$ cat config.mk
export PLATFORM = sky130hd
export DESIGN_NAME = hazard_control
export DESIGN_NICKNAME = d
export VERILOG_FILES = /design/src/rtl/hazard_control.sv
export SDC_FILE = /design/constraint.sdc
export NUM_CORES = 1
export LEC_CHECK = 0
export CAP_MARGIN = 20
export CORE_MARGIN = 3
export CORE_UTILIZATION = 50
export CTS_CLUSTER_DIAMETER = 80
export DETAILED_ROUTE_END_ITERATION = 16
export PLACE_DENSITY = 0.88
export SYNTH_ARGS = -nofsm -noshare
export SYNTH_HDL_FRONTEND = slang
export SYNTH_SLANG_ARGS = --single-unit
$ cat constraint.sdc
create_clock -name clk -period 6.2 [get_ports clk]
set_input_delay 1.24 -clock clk [delete_from_list [all_inputs] [get_ports clk]]
set_output_delay 1.24 -clock clk [all_outputs]
set_load 0.1 [all_outputs]
$ cat src/rtl/hazard_control.sv
// hazard_control
//   Hazard unit for a five-stage in-order pipeline. It tracks register tags
//   for the EX, MEM and WB stages and uses them to resolve hazards:
//     - Selects forwarding sources for the EX operands.
//     - Detects load-use hazards and stalls for one cycle.
//     - Squashes younger work on a taken branch.
//     - Freezes the whole pipeline while data memory is busy.
//     - Counts stall cycles.
//
// Ports
//   clk, reset                     rising-edge clock, async active-high reset
//   id_rs, id_rt, id_dst           register indices of the instruction in ID
//   id_reg_write, id_mem_read      ID instruction writes the RF / is a load
//   id_valid                       ID holds a real instruction
//   branch_taken                   branch resolved taken in EX
//   mem_busy                       data memory not ready
//   fwd_a, fwd_b                   operand source: 00 RF, 10 EX/MEM, 01 MEM/WB
//   pc_write, ifid_write           PC and IF/ID load enables
//   idex_bubble, ifid_flush        NOP into ID/EX, squash IF/ID
//   freeze                         hold every pipeline register
//   stall_count                    saturating count of stall cycles
module hazard_control #(
  parameter int REG_BITS = 5,
  parameter int CNT_BITS = 16
) (
  input  logic                clk,
  input  logic                reset,
  input  logic [REG_BITS-1:0] id_rs,
  input  logic [REG_BITS-1:0] id_rt,
  input  logic [REG_BITS-1:0] id_dst,
  input  logic                id_reg_write,
  input  logic                id_mem_read,
  input  logic                id_valid,
  input  logic                branch_taken,
  input  logic                mem_busy,
  output logic [1:0]          fwd_a,
  output logic [1:0]          fwd_b,
  output logic                pc_write,
  output logic                ifid_write,
  output logic                idex_bubble,
  output logic                ifid_flush,
  output logic                freeze,
  output logic [CNT_BITS-1:0] stall_count
);

  typedef enum logic [0:0] {RUN = 1'b0, MEM_WAIT = 1'b1} state_t;

  state_t              state;
  logic [REG_BITS-1:0] ex_rs, ex_rt, ex_dst, mem_dst, wb_dst;
  logic                ex_rw, ex_mr, ex_v, mem_rw, mem_v, wb_rw, wb_v;
  logic                load_use, frozen, br_go, lu_stall;

  localparam logic [REG_BITS-1:0] REG_ZERO = {REG_BITS{1'b0}};
  localparam logic [CNT_BITS-1:0] CNT_MAX  = {CNT_BITS{1'b1}};
  localparam logic [CNT_BITS-1:0] CNT_ONE  = {{(CNT_BITS-1){1'b0}}, 1'b1};

  // Operand source select; EX/MEM beats MEM/WB, and r0 is never forwarded.
  function automatic logic [1:0] fwd_sel(
    input logic [REG_BITS-1:0] src,
    input logic                m_v, m_rw,
    input logic [REG_BITS-1:0] m_dst,
    input logic                w_v, w_rw,
    input logic [REG_BITS-1:0] w_dst
  );
    logic [1:0] sel;
    if (src == REG_ZERO)                         sel = 2'b00;
    else if (m_v && m_rw && (m_dst == src))      sel = 2'b10;
    else if (w_v && w_rw && (w_dst == src))      sel = 2'b01;
    else                                         sel = 2'b00;
    return sel;
  endfunction

  // Hazard detection and pipeline control, mem_busy > branch > load-use.
  always_comb begin
    load_use = ex_v && ex_mr && (ex_dst != REG_ZERO) &&
               ((ex_dst == id_rs) || (ex_dst == id_rt)) && id_valid;
    // MEM_WAIT is left on the first idle cycle, so in both states the
    // freeze follows mem_busy directly; reset overrides everything.
    case (state)
      RUN:      frozen = mem_busy && !reset;
      MEM_WAIT: frozen = mem_busy && !reset;
      default:  frozen = 1'b0;
    endcase
    br_go    = branch_taken && !frozen && !reset;
    lu_stall = load_use && !frozen && !br_go && !reset;

    fwd_a       = fwd_sel(ex_rs, mem_v, mem_rw, mem_dst, wb_v, wb_rw, wb_dst);
    fwd_b       = fwd_sel(ex_rt, mem_v, mem_rw, mem_dst, wb_v, wb_rw, wb_dst);
    freeze      = frozen;
    pc_write    = !(frozen || lu_stall);
    ifid_write  = !(frozen || lu_stall);
    idex_bubble = !frozen && (br_go || lu_stall);
    ifid_flush  = br_go;
  end

  // FSM, stage tags and stall counter.
  always_ff @(posedge clk or posedge reset) begin
    if (reset) begin
      state       <= RUN;
      ex_rs       <= REG_ZERO;
      ex_rt       <= REG_ZERO;
      ex_dst      <= REG_ZERO;
      ex_rw       <= 1'b0;
      ex_mr       <= 1'b0;
      ex_v        <= 1'b0;
      mem_dst     <= REG_ZERO;
      mem_rw      <= 1'b0;
      mem_v       <= 1'b0;
      wb_dst      <= REG_ZERO;
      wb_rw       <= 1'b0;
      wb_v        <= 1'b0;
      stall_count <= {CNT_BITS{1'b0}};
    end else begin
      case (state)
        RUN:      state <= mem_busy ? MEM_WAIT : RUN;
        MEM_WAIT: state <= mem_busy ? MEM_WAIT : RUN;
        default:  state <= RUN;
      endcase

      if ((frozen || lu_stall) && (stall_count != CNT_MAX))
        stall_count <= stall_count + CNT_ONE;

      if (!frozen) begin
        wb_dst  <= mem_dst;
        wb_rw   <= mem_rw;
        wb_v    <= mem_v;
        mem_dst <= ex_dst;
        mem_rw  <= ex_rw;
        mem_v   <= ex_v;
        ex_rs   <= id_rs;
        ex_rt   <= id_rt;
        ex_dst  <= id_dst;
        ex_rw   <= id_reg_write;
        ex_mr   <= id_mem_read;
        // A stalled or branch-squashed ID instruction enters EX as a bubble.
        ex_v    <= id_valid && !(load_use || br_go);
      end
    end
  end

endmodule

==> results.sh <==
export IMPL_drt_pass1_iter_count=6
export IMPL_drt_total_wl_mm=5.41
export IMPL_worstSkewPairLatency_ps=300
export IMPL_highest_layer="met4"
export IMPL_grt_max_degree=49
export IMPL_peakVddDrop_uv=572
export IMPL_syn_area_per_cell_sq_um=9.09
export IMPL_fin_cells=365
export IMPL_wl_per_cell_um=14.8
export IMPL_port_buffers=46
export IMPL_cp_depth=7
export IMPL_gp_congestion=0.892
export IMPL_cts_inserted_buffers=5
export IMPL_r2r_start="stall_count[0]$_DFFE_PP0P_"
export IMPL_critical_path_class="input pin to output port"
export IMPL_root_buffer="clkbuf_8"
export IMPL_ys_warn_count=0
export IMPL_rows=24
export IMPL_critical_path_top_delay_family="buffers and inverters"
export IMPL_drt_first_iter_violations=159
export IMPL_final_cell_area_sq_um=3020
export IMPL_drv_slew=0
export IMPL_fin_tns_setup_ps=0
export IMPL_fin_crit_sh_pct=75.8
export IMPL_hold_violations=0
export IMPL_ioPinCount=47
export IMPL_final_min_clock_period_ps=4700
export IMPL_skew_ps=3.49
export IMPL_max_freq_mhz=213
export IMPL_hpwl_mm=3.88
export IMPL_design_core_area_sq_um=4500
export IMPL_antenna_cells=0
export IMPL_cts_tree="built"
export IMPL_worstHoldPathType="register to register"
export IMPL_reg2reg_depth=7
export IMPL_cp_required_ps=4960
export IMPL_finalSetupViolCount=0
export IMPL_cp_end_kind="output port"
export IMPL_cpPeakStageDelay_ps=520
export IMPL_post_cts_setup_buffer_count=0
export IMPL_syn2layout_area_growth_pct=25.2
export IMPL_ys_seq_elements=48
export IMPL_grt_pass1_vias=1940
export IMPL_path_max_fanout=36
export IMPL_fillers=384
export IMPL_syn_cell_area_sq_um=2410
export IMPL_dp_cells=357
export IMPL_cp_cell_sequence="clkdlybuf4s50_1 > clkinv_1 > nand2_1 > buf_4 > inv_1 > nor2_2 > buf_12"
export IMPL_start_util_pct=53.5
export IMPL_routed_wl_met3_um=246
export IMPL_crit_path_top_delay_cell="clkdlybuf4s50_1"
export IMPL_synth_top_cell_by_area="dfrtp_1"
export IMPL_ant_nets=0
export IMPL_p_per_area_nw_per_um2=299
export IMPL_h_tree_depth=2
export IMPL_synth_distinct_cells=33
export IMPL_power_static_leakage_nw=1.37
export IMPL_drive_above_1_share_pct=6.07
export IMPL_antenna_found_initial=0
export IMPL_holdBufCountCts=0
export IMPL_fin_nets=335
export IMPL_die_h_um=75.4
export IMPL_fp_dieArea_sq_um=5690
export IMPL_clockBufferDepth=2
export IMPL_r2r_setup_slack_ps=4030
export IMPL_timing_critical_path_from="reset"
export IMPL_grt_ovfl_total=0
export IMPL_yosys_top_cells_area="dfrtp_1, nand2_1, xnor2_1"
export IMPL_path_buf_inv=5
export IMPL_via_per_inst=5.32
export IMPL_critPathArrivalTime_ps=3460
export IMPL_critPathLaunchType="input pin"
export IMPL_rsz0062_at_grt="false"
export IMPL_m1WireLength_mm=2.44
export IMPL_die_width_um=75.4
export IMPL_drcViolationCount=0
export IMPL_crit_path_end="pc_write"
export IMPL_syn_num_nets=288
export IMPL_placedInstanceArea_sq_um=2930
export IMPL_synth_top_area_share_pct=49.9
export IMPL_status="completed"
export IMPL_grt_pass1_wl_mm=8.93
export IMPL_ys_seq_area_share_pct=49.9
export IMPL_postSynthCellCount=265
export IMPL_fin_hold_ws_ps=478
export IMPL_clk_pin_slew_worst_paths_ps=80
export IMPL_vias=1941
export IMPL_cts_sinks=48
export IMPL_dr_wl_met2_mm=2.63
export IMPL_track_usage_pct=21.0
export IMPL_maxSlewHeadroom_pct=33.6
export IMPL_regToRegEndpoint="stall_count[4]$_DFFE_PP0P_"
export IMPL_maxCapViolCount=0
export IMPL_worst_pin_slew_ps=995
export IMPL_cts_resized=0
## how the worst min path moves through the flow
stage,cells past startpoint,slack (ps),start,endpoint
global placement,2,460,ex_rw$_DFFE_PP0N_,ex_rw$_DFFE_PP0N_
global route,2,510,ex_rw$_DFFE_PP0N_,mem_rw$_DFFE_PP0N_
finish,2,480,ex_rw$_DFFE_PP0N_,mem_rw$_DFFE_PP0N_
floorplan,2,440,ex_rw$_DFFE_PP0N_,ex_rw$_DFFE_PP0N_
detailed placement,2,460,ex_rw$_DFFE_PP0N_,mem_rw$_DFFE_PP0N_
CTS,2,480,ex_rw$_DFFE_PP0N_,mem_rw$_DFFE_PP0N_
## stage by stage
stage	utilization [%]	total power, mW	setup slack [ps]
after detailed placement	64.9	0.720	1530
final	66.9	0.902	1500
after global routing	66.9	0.948	1320
after CTS	66.9	0.910	1530
after floorplan	-	0.633	90.2
after global placement	64.9	0.714	1560
## report_power, final
part	leakage [nW]	internal, mW	total (mW)	switching (mW)
Combinational	0.728	0.0942	0.308	0.214
Sequential	0.595	0.352	0.406	0.0540
Clock	0.0455	0.0910	0.189	0.0977
Total	1.37	0.537	0.902	0.365
## flip-flops by register name, summed over array words and instances (netlist names)
signal,cells
ex_mr,1
ex_dst,5
ex_rw,1
wb_rw,1
mem_dst,5
wb_dst,5
ex_v,1
mem_rw,1
ex_rt,5
mem_v,1
wb_v,1
stall_count,16
ex_rs,5
## per-layer routing
metal,vias to the layer above,global-route usage [%]
met5,-,0
li1,963,-
met4,0,8.16
met1,922,26.8
met2,47,34.7
met3,9,5.01
## placed cells by master, fill, tap and decap left out, drive strengths merged, types with 5 or more instances in the layout
master,netlist,final
nand2,98,98
dfrtp,48,48
clkdlybuf4s50,0,42
xnor2,23,23
xor2,19,19
nor3,13,13
nand4,10,10
clkbuf,5,8
nor2,7,7
buf,3,6
nand3,5,5
## worst reg2reg max path, delay by kind of cell (launching register included)
family	cells	cell delay (ps)
compound gates	2	740
fa+ha+maj	1	230
xor+xnor	1	120
simple gates	3	530
flops	1	430
## cell usage after synthesis, drive strengths merged
| master | instances |
|---|---|
| nand2 | 98 |
| dfrtp | 48 |
| xnor2 | 23 |
| xor2 | 19 |
| nor3 | 13 |
| nand4 | 10 |
| nor2 | 7 |
| clkbuf | 5 |
| inv | 5 |
| nand3 | 5 |
| o21ai | 4 |
| and3 | 3 |
| buf | 3 |
| nor4 | 3 |
| a21boi | 2 |
| a21oi | 2 |
| and4 | 2 |
| a22oi | 1 |
| a311o | 1 |
| a31o | 1 |
| ha | 1 |
| mux2 | 1 |
| mux2i | 1 |
| nand4b | 1 |
| nor3b | 1 |
| o2111ai | 1 |
| o31ai | 1 |
| or2 | 1 |
| or2b | 1 |
| or4 | 1 |
## kinds of logic after synthesis
family,count (synthesis),share of synthesized area (%)
xor+xnor,42,15.3
simple gates,146,26.5
flops,48,49.9
fa+ha+maj,1,0.519
buf+inv,13,2.49
mux,2,0.883
compound gates,13,4.42
## cell type report
cell class,count,area [sq um],area share [%]
clock buffer,8,90.1,2.99
multi-input combinational,204,1150,38.1
sequential,48,1200,39.8
inverter,5,18.8,0.622
timing repair buffer,48,490,16.3
tap,52,65.1,2.16
Note: power is estimated with default switching activity, not from simulation.
==> patch, RTL diff (config.mk and constraints unchanged) <==
`CNT_BITS`: 16 -> 32.
--- a/src/rtl/hazard_control.sv
+++ b/src/rtl/hazard_control.sv
@@ -21,7 +21,7 @@
 //   stall_count                    saturating count of stall cycles
 module hazard_control #(
   parameter int REG_BITS = 5,
-  parameter int CNT_BITS = 16
+  parameter int CNT_BITS = 32
 ) (
   input  logic                clk,
   input  logic                reset,
Interface: changed (resized stall_count); port bits go from 47 to 63. The function was not compared with the original's and may differ.
==> patch against the unedited design <==
Sequential cell count is 16 higher. Count of clock-buffer cells in the layout is 6 higher. Clock power is 87% higher. Wire length is 50% higher. Synthesized cell count is 35% higher. Sequential power is 23% higher. Maximum frequency is 6.6% lower. Setup slack worse by 330 ps. Combinational power is 14% lower. Area after synthesis is 45% higher. Global-route usage is 0.53 points higher. Cell area is 43% higher. Total power is 24% higher. Final cell count is 38% higher. Critical endpoint is now idex_bubble. Largest power group unchanged.
==> patch: results <==
[detailed_routing]
routed_via_density = 5.62
wl_per_cell_microns = 16.2

[status]
status = "completed"

[timing]
finalCriticalPeriod_ps = 5030
skew_ps = 7.57
slew-limit-headroom = 0.337

[synth]
seq_area_frac_synth = 0.460
ys_top_cells_by_count = "105 x nand2_1, 64 x dfrtp_1, 53 x xnor2_1"
yosysUniqueCellTypes = 48
synth_fp_nets = 380
synth.top_cells.by_area = "dfrtp_1 46%, xnor2_1 13%, nand2_1 11%"

[global_routing]
grt_max_degree = 65
grt_pass1_vias = 2665
gr-usage-all-layers = 0.216

[cts]
cts_made_buffers = 9
cts_htree_levels = 3
clk_latency_ps = 340
clk_transition_reported_paths_ps = 60

[layout]
largest_reg_flops = 32
drive_above_1_share = 0.118
finalNetCount = 443

[placement]
placed_cell_area_sq_um = 4120
hpwl_microns = 5630

[setup_path]
critPathMaxFanout = 2
arrival_ps = 3790

[power_and_ir_drop]
ir_worst_vdd_v = 0.000476
## patch: stage by stage
stage / worst slack (ps) / power, uW
2_1_floorplan: 519 / 699
3_3_place_gp: 1240 / 764
3_5_place_dp: 1170 / 770
4_1_cts: 1160 / 1130
5_1_grt: 1060 / 1170
6_report: 1170 / 1120
## patch: worst paths after layout
check                               start         endpoint  slack, ps  depth (start not counted)
setup / recovery                 id_rt[2]      idex_bubble       1170                          7
hold / removal                      ex_rw            ex_rw        480                          2
setup reg to reg           stall_count[0]   stall_count[1]       3550                          6
hold reg to reg                     ex_rw            ex_rw        480                          2
max in group asynchronous           reset  stall_count[24]       4090                          3
min in group asynchronous           reset  stall_count[22]       1570                          3
## patch: metal layers
layer	up-vias	share of wire	GRT usage
met1	1381	0.45	0.302
met4	0	0.015	0.0839
met5	-	0	0
li1	1353	-	-
met2	77	0.49	0.336
met3	12	0.048	0.0350
## patch: kinds of logic (layout without fill, tap and decap cells)
family                     after synthesis  count (layout)  share of synthesized area
and+or+nand+nor                        203             203                      0.312
muxes                                    1               1                    0.00323
adders and majority gates                1               1                    0.00359
DFF                                     64              64                      0.460
AOI/OAI and AO/OA                       13              13                     0.0431
buffers and inverters                   16              84                     0.0291
xor gates and xnor gates                59              59                      0.148
## patch: worst max-delay path: cells and delay by family
kind            cells  cell delay [ps]
compound gates      3              570
xor+xnor            1              140
simple gates        1              170
buf+inv             2             1670
## patch: cell type report
class	instances	area, sq um	share of cell area
Sequential cell	64	1600	0.370
Clock buffer	14	193	0.0445
Timing Repair Buffer	65	636	0.147
Inverter	3	11.3	0.00260
Multi-Input combinational cell	277	1780	0.411
Clock inverter	2	10.0	0.00231
Tap cell	77	96.3	0.0223
## patch: where the power goes
group	switching, uW	leakage, uW	internal, uW	total, uW
combinational	179	0.000929	85.3	264
sequential	50.6	0.000828	450	501
clock	155	0.000108	199	354
total	385	0.00187	734	1120
